<file path="src/rtl/bin_to_bcd_seq.sv">
// ---------------------------------------------------------------------------
// bin_to_bcd_seq
//
// Sequential binary-to-BCD converter using the iterative double-dabble
// method. One input bit is consumed per CLK_I cycle. Every cycle, each working
// digit that is 5 or more gets 3 added. Then the whole {BCD, binary} register
// pair shifts left by one bit. After SIZE_I shifts the working BCD register
// holds the result. That value is copied to BCD_O and DONE pulses for one cycle.
//
// Intended to sit between wide game-state counters (score, timers) and the
// digit renderers. It trades SIZE_I cycles of latency for a small datapath.
//
// Parameters:
//   SIZE_I   binary input width (>= 4)
//   SIZE_O   BCD output width, a multiple of 4, large enough for 2^SIZE_I-1
//
// Ports:
//   CLK_I    in   clock, rising edge
//   RST      in   asynchronous, active-high reset
//   START    in   conversion request, sampled only while BUSY=0
//   BIN_I    in   binary value, captured on the edge that accepts START
//   BUSY     out  high while a conversion is in progress
//   DONE     out  one-cycle pulse: BCD_O has just been updated
//   BCD_O    out  packed BCD result, digit 0 in [3:0], held until next result
//   BLANK_O  out  (only with BCD_BLANK_EN) leading-zero blanking mask, one
//                 bit per digit. Bit d is set when digit d and every higher
//                 digit are zero. Bit 0 is never set.
//
// Optional feature macro: BCD_BLANK_EN
// ---------------------------------------------------------------------------
module bin_to_bcd_seq #(
    parameter int SIZE_I = 16,
    parameter int SIZE_O = (SIZE_I + (SIZE_I + 4) / 5 + 3) / 4 * 4
) (
    input  logic                CLK_I,
    input  logic                RST,
    input  logic                START,
    input  logic [SIZE_I-1:0]   BIN_I,
    output logic                BUSY,
    output logic                DONE,
    output logic [SIZE_O-1:0]   BCD_O
`ifdef BCD_BLANK_EN
    ,
    output logic [SIZE_O/4-1:0] BLANK_O
`endif
);

    localparam int NDIG  = SIZE_O / 4;
    localparam int CNT_W = $clog2(SIZE_I + 1);

    typedef enum logic {
        IDLE    = 1'b0,
        CONVERT = 1'b1
    } state_t;

    state_t              state_q;
    logic [SIZE_I-1:0]   shift_q;
    logic [SIZE_O-1:0]   work_q;
    logic [CNT_W-1:0]    cnt_q;
    logic [SIZE_O-1:0]   bcd_q;
    logic                busy_q;
    logic                done_q;

    logic [SIZE_O-1:0]   bcd_adj;
    logic [SIZE_O-1:0]   work_d;
    logic [SIZE_I-1:0]   shift_d;

    // -----------------------------------------------------------------------
    // One double-dabble step: add-3 per digit, then shift left by one.
    // -----------------------------------------------------------------------
    always_comb begin
        // NOTE: every combinational output gets a default first so no path
        // leaves it unassigned, which would infer a latch.
        bcd_adj = '0;
        for (int d = 0; d < NDIG; d++) begin
            // Digits are adjusted independently; no carry crosses a digit
            // boundary because an adjusted digit never exceeds 4'hC.
            if (work_q[4*d +: 4] >= 4'd5) begin
                bcd_adj[4*d +: 4] = work_q[4*d +: 4] + 4'd3;
            end else begin
                bcd_adj[4*d +: 4] = work_q[4*d +: 4];
            end
        end
        // The binary MSB enters BCD bit 0. The adjusted top bit falls off the
        // end. It is always zero because SIZE_O is large enough for the result.
        work_d  = SIZE_O'({bcd_adj, shift_q[SIZE_I-1]});
        shift_d = {shift_q[SIZE_I-2:0], 1'b0};
    end

`ifdef BCD_BLANK_EN
    logic [NDIG-1:0] blank_q;
    logic [NDIG-1:0] blank_d;
    logic            zero_above;

    // Scan from the top digit down. A digit is blanked while it and everything
    // above it are zero. Digit 0 always stays visible, so 0 renders as "0".
    always_comb begin
        blank_d    = '0;
        zero_above = 1'b1;
        for (int d = NDIG - 1; d >= 0; d--) begin
            zero_above = zero_above & (work_d[4*d +: 4] == 4'd0);
            blank_d[d] = zero_above;
        end
        blank_d[0] = 1'b0;
    end

    assign BLANK_O = blank_q;
`endif

    // -----------------------------------------------------------------------
    // Control FSM and all registered state.
    // -----------------------------------------------------------------------
    always_ff @(posedge CLK_I or posedge RST) begin
        if (RST) begin
            state_q <= IDLE;
            shift_q <= '0;
            work_q  <= '0;
            cnt_q   <= '0;
            bcd_q   <= '0;
            busy_q  <= 1'b0;
            done_q  <= 1'b0;
`ifdef BCD_BLANK_EN
            blank_q <= '0;
`endif
        end else begin
            // NOTE: sequential state uses non-blocking assignments so every
            // register samples pre-edge values, independent of statement order.
            done_q <= 1'b0;
            case (state_q)
                IDLE: begin
                    if (START) begin
                        shift_q <= BIN_I;
                        work_q  <= '0;
                        cnt_q   <= CNT_W'(SIZE_I);
                        busy_q  <= 1'b1;
                        state_q <= CONVERT;
                    end
                end

                CONVERT: begin
                    work_q  <= work_d;
                    shift_q <= shift_d;
                    cnt_q   <= cnt_q - CNT_W'(1);
                    // On the last shift the post-shift value is published
                    // directly, so BCD_O never shows intermediate values.
                    if (cnt_q == CNT_W'(1)) begin
                        bcd_q   <= work_d;
`ifdef BCD_BLANK_EN
                        blank_q <= blank_d;
`endif
                        done_q  <= 1'b1;
                        busy_q  <= 1'b0;
                        state_q <= IDLE;
                    end
                end

                default: begin
                    state_q <= IDLE;
                end
            endcase
        end
    end

    assign BUSY  = busy_q;
    assign DONE  = done_q;
    assign BCD_O = bcd_q;

endmodule

</file>
<file path="config.mk">
export PLATFORM = sky130hd
export DESIGN_NAME = bin_to_bcd_seq
export DESIGN_NICKNAME = d
export VERILOG_FILES = /design/src/rtl/bin_to_bcd_seq.sv
export SDC_FILE = /design/constraint.sdc
export NUM_CORES = 1
export LEC_CHECK = 0
export CELL_PAD_IN_SITES_DETAIL_PLACEMENT = 0
export CELL_PAD_IN_SITES_GLOBAL_PLACEMENT = 1
export CORE_MARGIN = 8
export CORE_UTILIZATION = 46
export DETAILED_ROUTE_END_ITERATION = 8
export HOLD_SLACK_MARGIN = 0.03
export PLACE_DENSITY_LB_ADDON = 0.1
export SETUP_SLACK_MARGIN = 0.05
export SYNTH_ARGS = -nofsm -noshare
export SYNTH_HDL_FRONTEND = slang
export SYNTH_SLANG_ARGS = --single-unit
</file>
<file path="constraint.sdc">
create_clock -name CLK_I -period 2.9 [get_ports CLK_I]
set_input_delay 0.29 -clock CLK_I [delete_from_list [all_inputs] [get_ports CLK_I]]
set_output_delay 0.29 -clock CLK_I [all_outputs]
set_load 0.02 [all_outputs]
</file>
---- Yosys cells after proc, flatten, opt, wreduce, memory -nomap -nowiden ----
Index checks and enable logic that the tools add are counted.
operators by class
  add/sub/neg operators ................... 6
  multipliers ............................. 0
  divide/modulo/power cells ............... 0
  magnitude comparators ................... 5
  eq/ne operators ......................... 3
  shift operators ......................... 0
  multiplexer cells ....................... 19
  bitwise gates (word level) .............. 1
  reductions and logical operators ........ 2
operators by type and width
  operator                                                count
  case mux 20 bit (2 select lines)                        1
  case mux 16 bit (2 select lines)                        1
  >= comparator 4 x 3 -> 1 bit (second input constant)    5
  2-to-1 mux 20 bit                                       1
  adder 4 x 2 -> 4 bit (second input constant)            4
  2-to-1 mux 16 bit                                       1
  2-to-1 mux 4 bit                                        4
  case mux 5 bit (2 select lines)                         1
  2-to-1 mux 1 bit                                        6
  == test 5 x 1 -> 1 bit (second input constant)          1
  2-to-1 mux 5 bit                                        1
  subtractor 5 x 1 -> 5 bit (second input constant)       1
  case mux 1 bit (2 select lines)                         2
  AND reduction 2 bit                                     2
  adder 3 x 2 -> 3 bit (second input constant)            1
  2-to-1 mux 3 bit                                        1
  inequality test 2 x 1 -> 1 bit (second input constant)  1
  inequality test 2 bit (second input constant)           1
  inverter 1 bit                                          1
word-level totals
  register bits after elaboration ......... 64
  bits in latches ......................... 0
  bits in writable memories ............... 0
  memory bits (read-only) ................. 0
  input port bits ......................... 19
  output and inout port bits .............. 22
  word-level logic and storage cells ...... 43
  memories kept ........................... 0

---- Logic depth before layout (Yosys ltp) ----
Gate-level depths: netlist (run 1).
  depth in word-level cells ............... 3
  depth in mapped cells ................... 7

---- Worst setup path after synthesis (run 1) ----
Ideal clock, no wire load.
  kind .................................... register to register
  start ................................... register work_q[12]
  end ..................................... register work_q[14]
  setup time .............................. 0.083 ns
  arrival ................................. 1.406 ns
  setup slack ............................. 1.410 ns
  stages on the path, launching flop included .. 7
  path buffers ............................ 0
  period minus slack after synthesis ...... 1.490 ns
  cells stage by stage .................... dfrtp_1 -> inv_1 -> ha_1 -> nand2b_1 -> a21oi_1 -> mux2_2 -> o22ai_1
between the ends
  longest elaborated chain between the ends .. 3
  elaborated cells between the ends (all ways) .. 4
  classes of those cells .................. add/sub (1); order compare (1); mux (2)
ends and longest elaborated chain
  element                                                               line    source
  start, declared                                                       58      logic [SIZE_O-1:0] work_q;
  start signal, assigned                                                141     work_q <= work_d;
  adder 4 x 2 -> 4 bit or >= comparator 4 x 3 -> 1 bit (tied branches)  79, 78
  2-to-1 mux 4 bit *                                                    78      if (work_q[4*d +: 4] >= 4'd5) begin
  case mux 20 bit (2 select lines) *                                    129     case (state_q)
Every way passes the cells marked *; elsewhere a longest branch is shown, timed or not.
A chain may end at the register's enable or synchronous reset.

---- Worst setup path after layout (run 1) ----
  start ................................... register work_q[8]
  end ..................................... register bcd_q[10] (netlist: BCD_O[10])
between the ends
  longest elaborated chain between the ends .. 2
  elaborated cells between the ends (all ways) .. 3
  classes of those cells .................. add/sub (1); order compare (1); mux (1)
ends and longest elaborated chain
  element                                                               line    source
  adder 4 x 2 -> 4 bit or >= comparator 4 x 3 -> 1 bit (tied branches)  79, 78
  2-to-1 mux 4 bit *                                                    78
  end signal, assigned                                                  147     bcd_q <= work_d;
  end, declared                                                         60      logic [SIZE_O-1:0] bcd_q;
Marked as above.

==> results of run 1 <==
-- cells in the final DEF (no fill, tap or decap) --
master           synthesis  layout
dfrtp_1                 64      64
nand2_1                 49      49
clkdlybuf4s50_1          0      40
o21ai_0                 30      30
mux2i_1                 20      20
inv_1                   14      13
nor3b_1                 13      13
o22ai_1                 13      13
a21oi_1                 12      12
ha_1                    12      12
clkbuf_8                 0      10
o21ai_1                  9       9
buf_4                    2       8
xnor2_1                  6       6
nor3_1                   6       6
nor2_1                   5       5
mux2_4                   4       4
a21o_1                   4       4
clkinv_2                 0       4
nand2b_2                 3       3
a21oi_4                  3       3
mux2_2                   3       3
nand3_1                  3       3
inv_2                    1       2
nand2b_1                 2       2
clkbuf_1                 6       2
nor2_2                   1       1
nand4b_2                 1       1
a21oi_2                  1       1
o31ai_1                  1       1
a21o_2                   1       1
xor2_1                   1       1
-- synthesized netlist by cell type (all sizes together) (6+ instances only) --
library cell / n
inv: 15
mux2i: 20
nor2: 6
nand2: 49
buf: 10
clkbuf: 6
ha: 12
a21oi: 16
o22ai: 13
xnor2: 6
o21ai: 39
mux2: 7
nor3b: 13
dfrtp: 64
nor3: 6
-- kinds of logic (layout without fill, tap and decap cells) --
group,after synthesis,after routing,synth area share
compound gates,74,74,0.142
xor+xnor,7,7,0.0198
fa+ha+maj,12,12,0.0485
buf+inv,31,79,0.0453
flops,64,64,0.518
mux,27,27,0.0951
simple gates,83,83,0.131
-- per-layer routing --
layer	track usage	wire length (um)
met5	0	0
met2	0.194	2530
met1	0.183	3050
met3	0.0469	318
met4	0.0540	76
-- report_power, final --
group	total [mW]	switching (mW)	internal, mW
registers	1.57	0.295	1.28
clock network	0.655	0.327	0.328
logic	1.90	0.990	0.908
-- final timing paths --
kind                       startpoint         to  slack [ps]
max                         work_q[8]  BCD_O[10]        1200
min                               RST  BCD_O[17]         280
max reg2reg                 work_q[8]  BCD_O[10]        1200
min reg2reg                 BCD_O[16]  BCD_O[16]         480
max in group asynchronous         RST   BCD_O[1]        1890
min in group CLK_I          BCD_O[16]  BCD_O[16]         480
-- cell type report --
class                      count  area [um2]
tap                           80         100
multi-input combinational    203        1350
clock buffer                  12         145
clock inverter                 4        20.0
fill                         583        2910
inverter                      15        56.3
timing repair buffer          48         460
sequential                    64        1600
-- worst register-to-register path, cell delays in order, from the launching register on --
cell and delay, ps:
dfrtp_1 420, inv_1 100, ha_1 270, nand2b_2 110, a21oi_4 170, mux2i_1 360, mux2_4 220
-- per-stage QoR --
stage,utilization,instance area (um2),cells,setup WS (ps)
after floorplan,-,3090,298,1010
after global placement,0.537,3570,410,1110
after detailed placement,0.537,3570,410,1080
after CTS,0.562,3730,426,1190
after global routing,0.562,3730,426,1090
final,0.562,3730,426,1200
-- state kept, by name, summed over array words and instances (netlist names) --
register / count
shift_q: 16
cnt_q: 5
BUSY: 1
BCD_O: 20
work_q: 20
state_q: 1
DONE: 1
==> results.tsv, run 1 <==
stage	metric	value	unit
run_status	run_status	finished, final reports clean	
clocking	cts.reportedPaths.clkPinSlew	70	ps
critical_path	crit_path_top_delay_cell	dfrtp_1	
global_route	grt_pass1_wl	10600	um
power_and_ir_drop	p_per_area	1110	nW/um2
yosys	synth_area_leader_cell	dfrtp_1	
critical_path	critPathMaxFanout	5	
routing	vias_per_cell	5.12	
global_route	grt_remaining_overflow	0	
critical_path	crit_family	multiplexers	
routing	dr.pass1.iters	4	
routing	wl_per_cell	14.0	um
timing	setup_violations	0	
global_route	antenna_found_initial	0	
clocking	numClockSinks	64	
yosys	syn-num-nets	329	
timing	rsz0062_at_grt	no	
yosys	synth_cell_type_count	31	
yosys	synth_ff_type	dfrtp_1	
yosys	synth.top_cell.area_share	0.518	
yosys	syn_area_per_cell	10.4	um2
layout	drive_gt1_frac	0.118	
clocking	htreeDepth	3	
floorplan	dieArea	9600	um2
critical_path	cp-start-kind	flip-flop	
timing	clock.fmax	0.588	GHz
yosys	ys_ff_latch	64	
timing	slew_viol_final	0	
power_and_ir_drop	p_leak	1.69	nW
floorplan	dieWidth	98	um
layout	finalNetCount	372	
yosys	netlist_area	3090	um2
critical_path	rr_worst_depth	6	
floorplan	core	6640	um2
yosys	synth_edf_count	0	
job	cap_violations	0	
critical_path	worstPathCellList	inv_1 > ha_1 > nand2b_2 > a21oi_4 > mux2i_1 > mux2_4	
timing	worst_pin_slew	911	ps
timing	period_minus_slack	1700	ps
floorplan	initial_core_util	0.466	
timing	fin_skew	6.06	ps
timing	hold_viol	0	
global_route	grt_pass1_vias	2194	
placed_design	gp_congestion	0.759	
yosys	synth_cells	298	
critical_path	path_buf_inv	1	
clocking	cts_resized	0	
clocking	cts_root_buf	clkbuf_8	
critical_path	path_class	flip-flop to flip-flop	
critical_path	path_depth	6	
yosys	ys_warn_count	0	
floorplan	fp.dieH	98	um
critical_path	crit_path_end_kind	flip-flop	
timing	fin_tns_setup	0	ps
yosys	synthArstFlopShare	1.00	
critical_path	critical_path_required	3180	ps
layout	area_delta_synth_final	20.8	%
yosys	ys_seq_area_frac	0.518	
critical_path	crit_arrival	1980	ps
placed_design	hpwl	4160	um
clocking	post-cts-setup-buffer-count	0	
floorplan	std_cell_rows	30	
clocking	hold_buffers	0	
yosys	ys_top_cells_by_area	dfrtp_1 (52%), mux2i_1 (6.5%), nand2_1 (5.9%)	
clocking	cts_buffer_depth	2	
floorplan	io_pins	41	
min_path	hp-class	primary input to async pin	
routing	route.detailed.drc	0	
routing	routed_wl	5970	um
power_and_ir_drop	max-vdd-ir-drop	0.407	mV
clocking	clock_latency	330	ps
clocking	cts_buffers	9	
global_route	grtUsageTotal	0.136	
global_route	grt_start_max_net_pins	52	
placed_design	port_buffers	40	
routing	antenna_left	0	
critical_path	slowest_delay	420	ps
routing	num_vias	2181	
layout	antenna_cells	0	
power_and_ir_drop	p_total	4.13	mW
timing	relSlewSlack	0.392	
clocking	cts_tree	built	
routing	drtIter0Drc	97	
timing	hold_ws	278	ps
timing	period_share	0.587	
Note: power is estimated with default switching activity, not from simulation.
==> run 2: changes to the inputs <==
--- a/config.mk
+++ b/config.mk
@@ -8,7 +8,7 @@
 export CELL_PAD_IN_SITES_DETAIL_PLACEMENT = 0
 export CELL_PAD_IN_SITES_GLOBAL_PLACEMENT = 1
 export CORE_MARGIN = 8
-export CORE_UTILIZATION = 46
+export CORE_UTILIZATION = 39
 export DETAILED_ROUTE_END_ITERATION = 8
 export HOLD_SLACK_MARGIN = 0.03
 export PLACE_DENSITY_LB_ADDON = 0.1
==> constraint.sdc (replaced) <==
create_clock -name CLK_I -period 1.5 [get_ports CLK_I]
set_input_delay 0.15 -clock CLK_I [delete_from_list [all_inputs] [get_ports CLK_I]]
set_output_delay 0.15 -clock CLK_I [all_outputs]
set_load 0.02 [all_outputs]
==> results.tsv, run 2 (synthesized netlist as in run 1, its figures left out) <==
stage	metric	value	unit
global_route	antenna_found_initial	0	
layout	area_delta_synth_final	35.8	%
layout	layout_commonest_cell	dfrtp_1	
timing	fin_skew	8.53	ps
layout	layout_common_cells	dfrtp_1 (61), nand2_1 (49), o21ai_0 (29), buf_4 (25)	
critical_path	crit_path_end_kind	flip-flop	
placed_design	pre_cts_ws	-18.3	ps
routing	route.detailed.drc	0	
floorplan	dieArea	11000	um2
routing	wl_per_cell	14.4	um
global_route	grt_pass1_wl	11300	um
power_and_ir_drop	p_sw	3.60	mW
placed_design	hpwl	4420	um
critical_path	worstPathCellList	inv_2 > ha_4 > nand2b_4 > a21oi_4 > mux2i_2 > mux2_4	
run_status	run_status	finished, final reports clean	
routing	drtIter0Drc	27	
clocking	cts.reportedPaths.clkPinSlew	70	ps
power_and_ir_drop	p_leak	1.94	nW
clocking	numClockSinks	64	
critical_path	path_class	flip-flop to flip-flop	
timing	fin_ws	18.7	ps
critical_path	rr_worst_depth	6	
layout	antenna_cells	0	
critical_path	cp-start-kind	flip-flop	
floorplan	core	7690	um2
critical_path	endpoint	BCD_O[10]	
power_and_ir_drop	max-vdd-ir-drop	0.740	mV
layout	multi_input_area	1570	um2
placed_design	port_buffers	40	
placed_design	place_area	3730	um2
clocking	cts_root_buf	clkbuf_8	
timing	worst_pin_slew	280	ps
critical_path	r2r-end	BCD_O[10]	
placed_design	gp_congestion	0.747	
floorplan	io_pins	41	
routing	antenna_left	0	
floorplan	initial_core_util	0.402	
critical_path	r2r_setup_slack	20	ps
power_and_ir_drop	swShare	0.394	
power_and_ir_drop	combPwrFrac	0.517	
timing	slew_viol_final	0	
critical_path	r2r_start	work_q[8]	
critical_path	cp-startpoint	work_q[8]	
global_route	grt_start_max_net_pins	37	
critical_path	slowest_delay	440	ps
routing	dr.pass1.iters	4	
power_and_ir_drop	p_int	5.54	mW
floorplan	fp.dieH	105	um
clocking	cts_tree	built	
power_and_ir_drop	p_per_area	2180	nW/um2
timing	hold_viol	0	
layout	seq_area	1610	um2
routing	routed_wl	6770	um
min_path	hp-class	primary input to async pin	
layout	drive_gt1_frac	0.274	
timing	clock.fmax	0.675	GHz
timing	period_share	0.988	
layout	design_area	4200	um2
critical_path	crit_arrival	1750	ps
timing	period_minus_slack	1480	ps
critical_path	critPathMaxFanout	3	
clocking	cts_buffers	9	
routing	vias_per_cell	4.85	
layout	fillerInstances	722	
power_and_ir_drop	clockPowerShare	0.141	
timing	relSlewSlack	0.811	
global_route	grtUsageTotal	0.124	
layout	finalNetCount	395	
floorplan	dieWidth	105	um
global_route	grt_pass1_vias	2394	
clocking	cts_buffer_depth	2	
clocking	htreeDepth	3	
critical_path	crit_path_top_delay_cell	dfrtp_1	
job	cap_violations	0	
clocking	clock_latency	330	ps
timing	hold_ws	49.5	ps
floorplan	std_cell_rows	32	
timing	fin_tns_setup	0	ps
power_and_ir_drop	p_total	9.15	mW
critical_path	critical_path_required	1770	ps
global_route	grt_remaining_overflow	0	
routing	num_vias	2283	
power_and_ir_drop	power_frac_seq	0.341	
timing	rsz0062_at_grt	yes	
timing	setup_violations	0	
==> run 2: cell count changes in the layout (fill, tap and decap cells not counted), sizes merged, moves of 2 or more <==
| cell | previous run | this run |
|---|---|---|
| buf | 8 | 32 |
| clkdlybuf4s50 | 40 | 18 |
| dlygate4sd2 | 0 | 18 |
| dlymetal6s2s | 0 | 3 |
| inv | 15 | 13 |
==> run 2: power groups by stage <==
| stage | Clock [mW] | Combinational (mW) | Sequential, mW |
|---|---|---|---|
| after floorplan | 0 | 2.44 | 3.26 |
| after global placement | 0 | 3.92 | 3.09 |
| after detailed placement | 0 | 4.01 | 3.09 |
| after CTS | 1.33 | 4.18 | 3.08 |
| after global routing | 1.41 | 5.21 | 3.24 |
| final | 1.29 | 4.73 | 3.12 |
==> run 2: worst min-delay path by stage <==
stage                             end
after floorplan              BCD_O[0]
after global placement    shift_q[10]
after detailed placement  shift_q[10]
after CTS                 shift_q[10]
after global routing      shift_q[10]
final                     shift_q[10]
==> run 2: final cells by class <==
class / instances / area share
clock inverter: 4 / 0.00476
multi-input combinational: 203 / 0.373
clock buffer: 12 / 0.0345
inverter: 15 / 0.0155
sequential: 64 / 0.382
timing repair buffer: 71 / 0.160
tap: 102 / 0.0304
==> run 2: worst max-delay path: cells and delay by family (launching register included) <==
| family | cells | cell delay (ps) |
|---|---|---|
| muxes | 2 | 480 |
| and+or+nand+nor | 1 | 60 |
| DFF | 1 | 440 |
| buffers and inverters | 1 | 120 |
| adders and majority gates | 1 | 160 |
| AOI/OAI and AO/OA | 1 | 170 |
==> run 2: stage by stage <==
stage / util / cells
after floorplan: - / 298
after global placement: 0.486 / 443
after detailed placement: 0.486 / 443
after CTS: 0.517 / 464
after global routing: 0.547 / 471
final: 0.547 / 471
==> run 2: timing repair <==
action | 4_1_cts | 5_1_grt
setup buffers | 5 | 7
pin swaps | 6 | 10
setup endpoints to repair | 28 | 42
resized for setup | 35 | 43
hold buffers | 0 | 0
==> run 2: layer usage <==
metal / track usage / share of wire
met5: 0 / 0
met1: 0.160 / 0.49
met2: 0.192 / 0.46
met4: 0.0581 / 0.015
met3: 0.0301 / 0.035
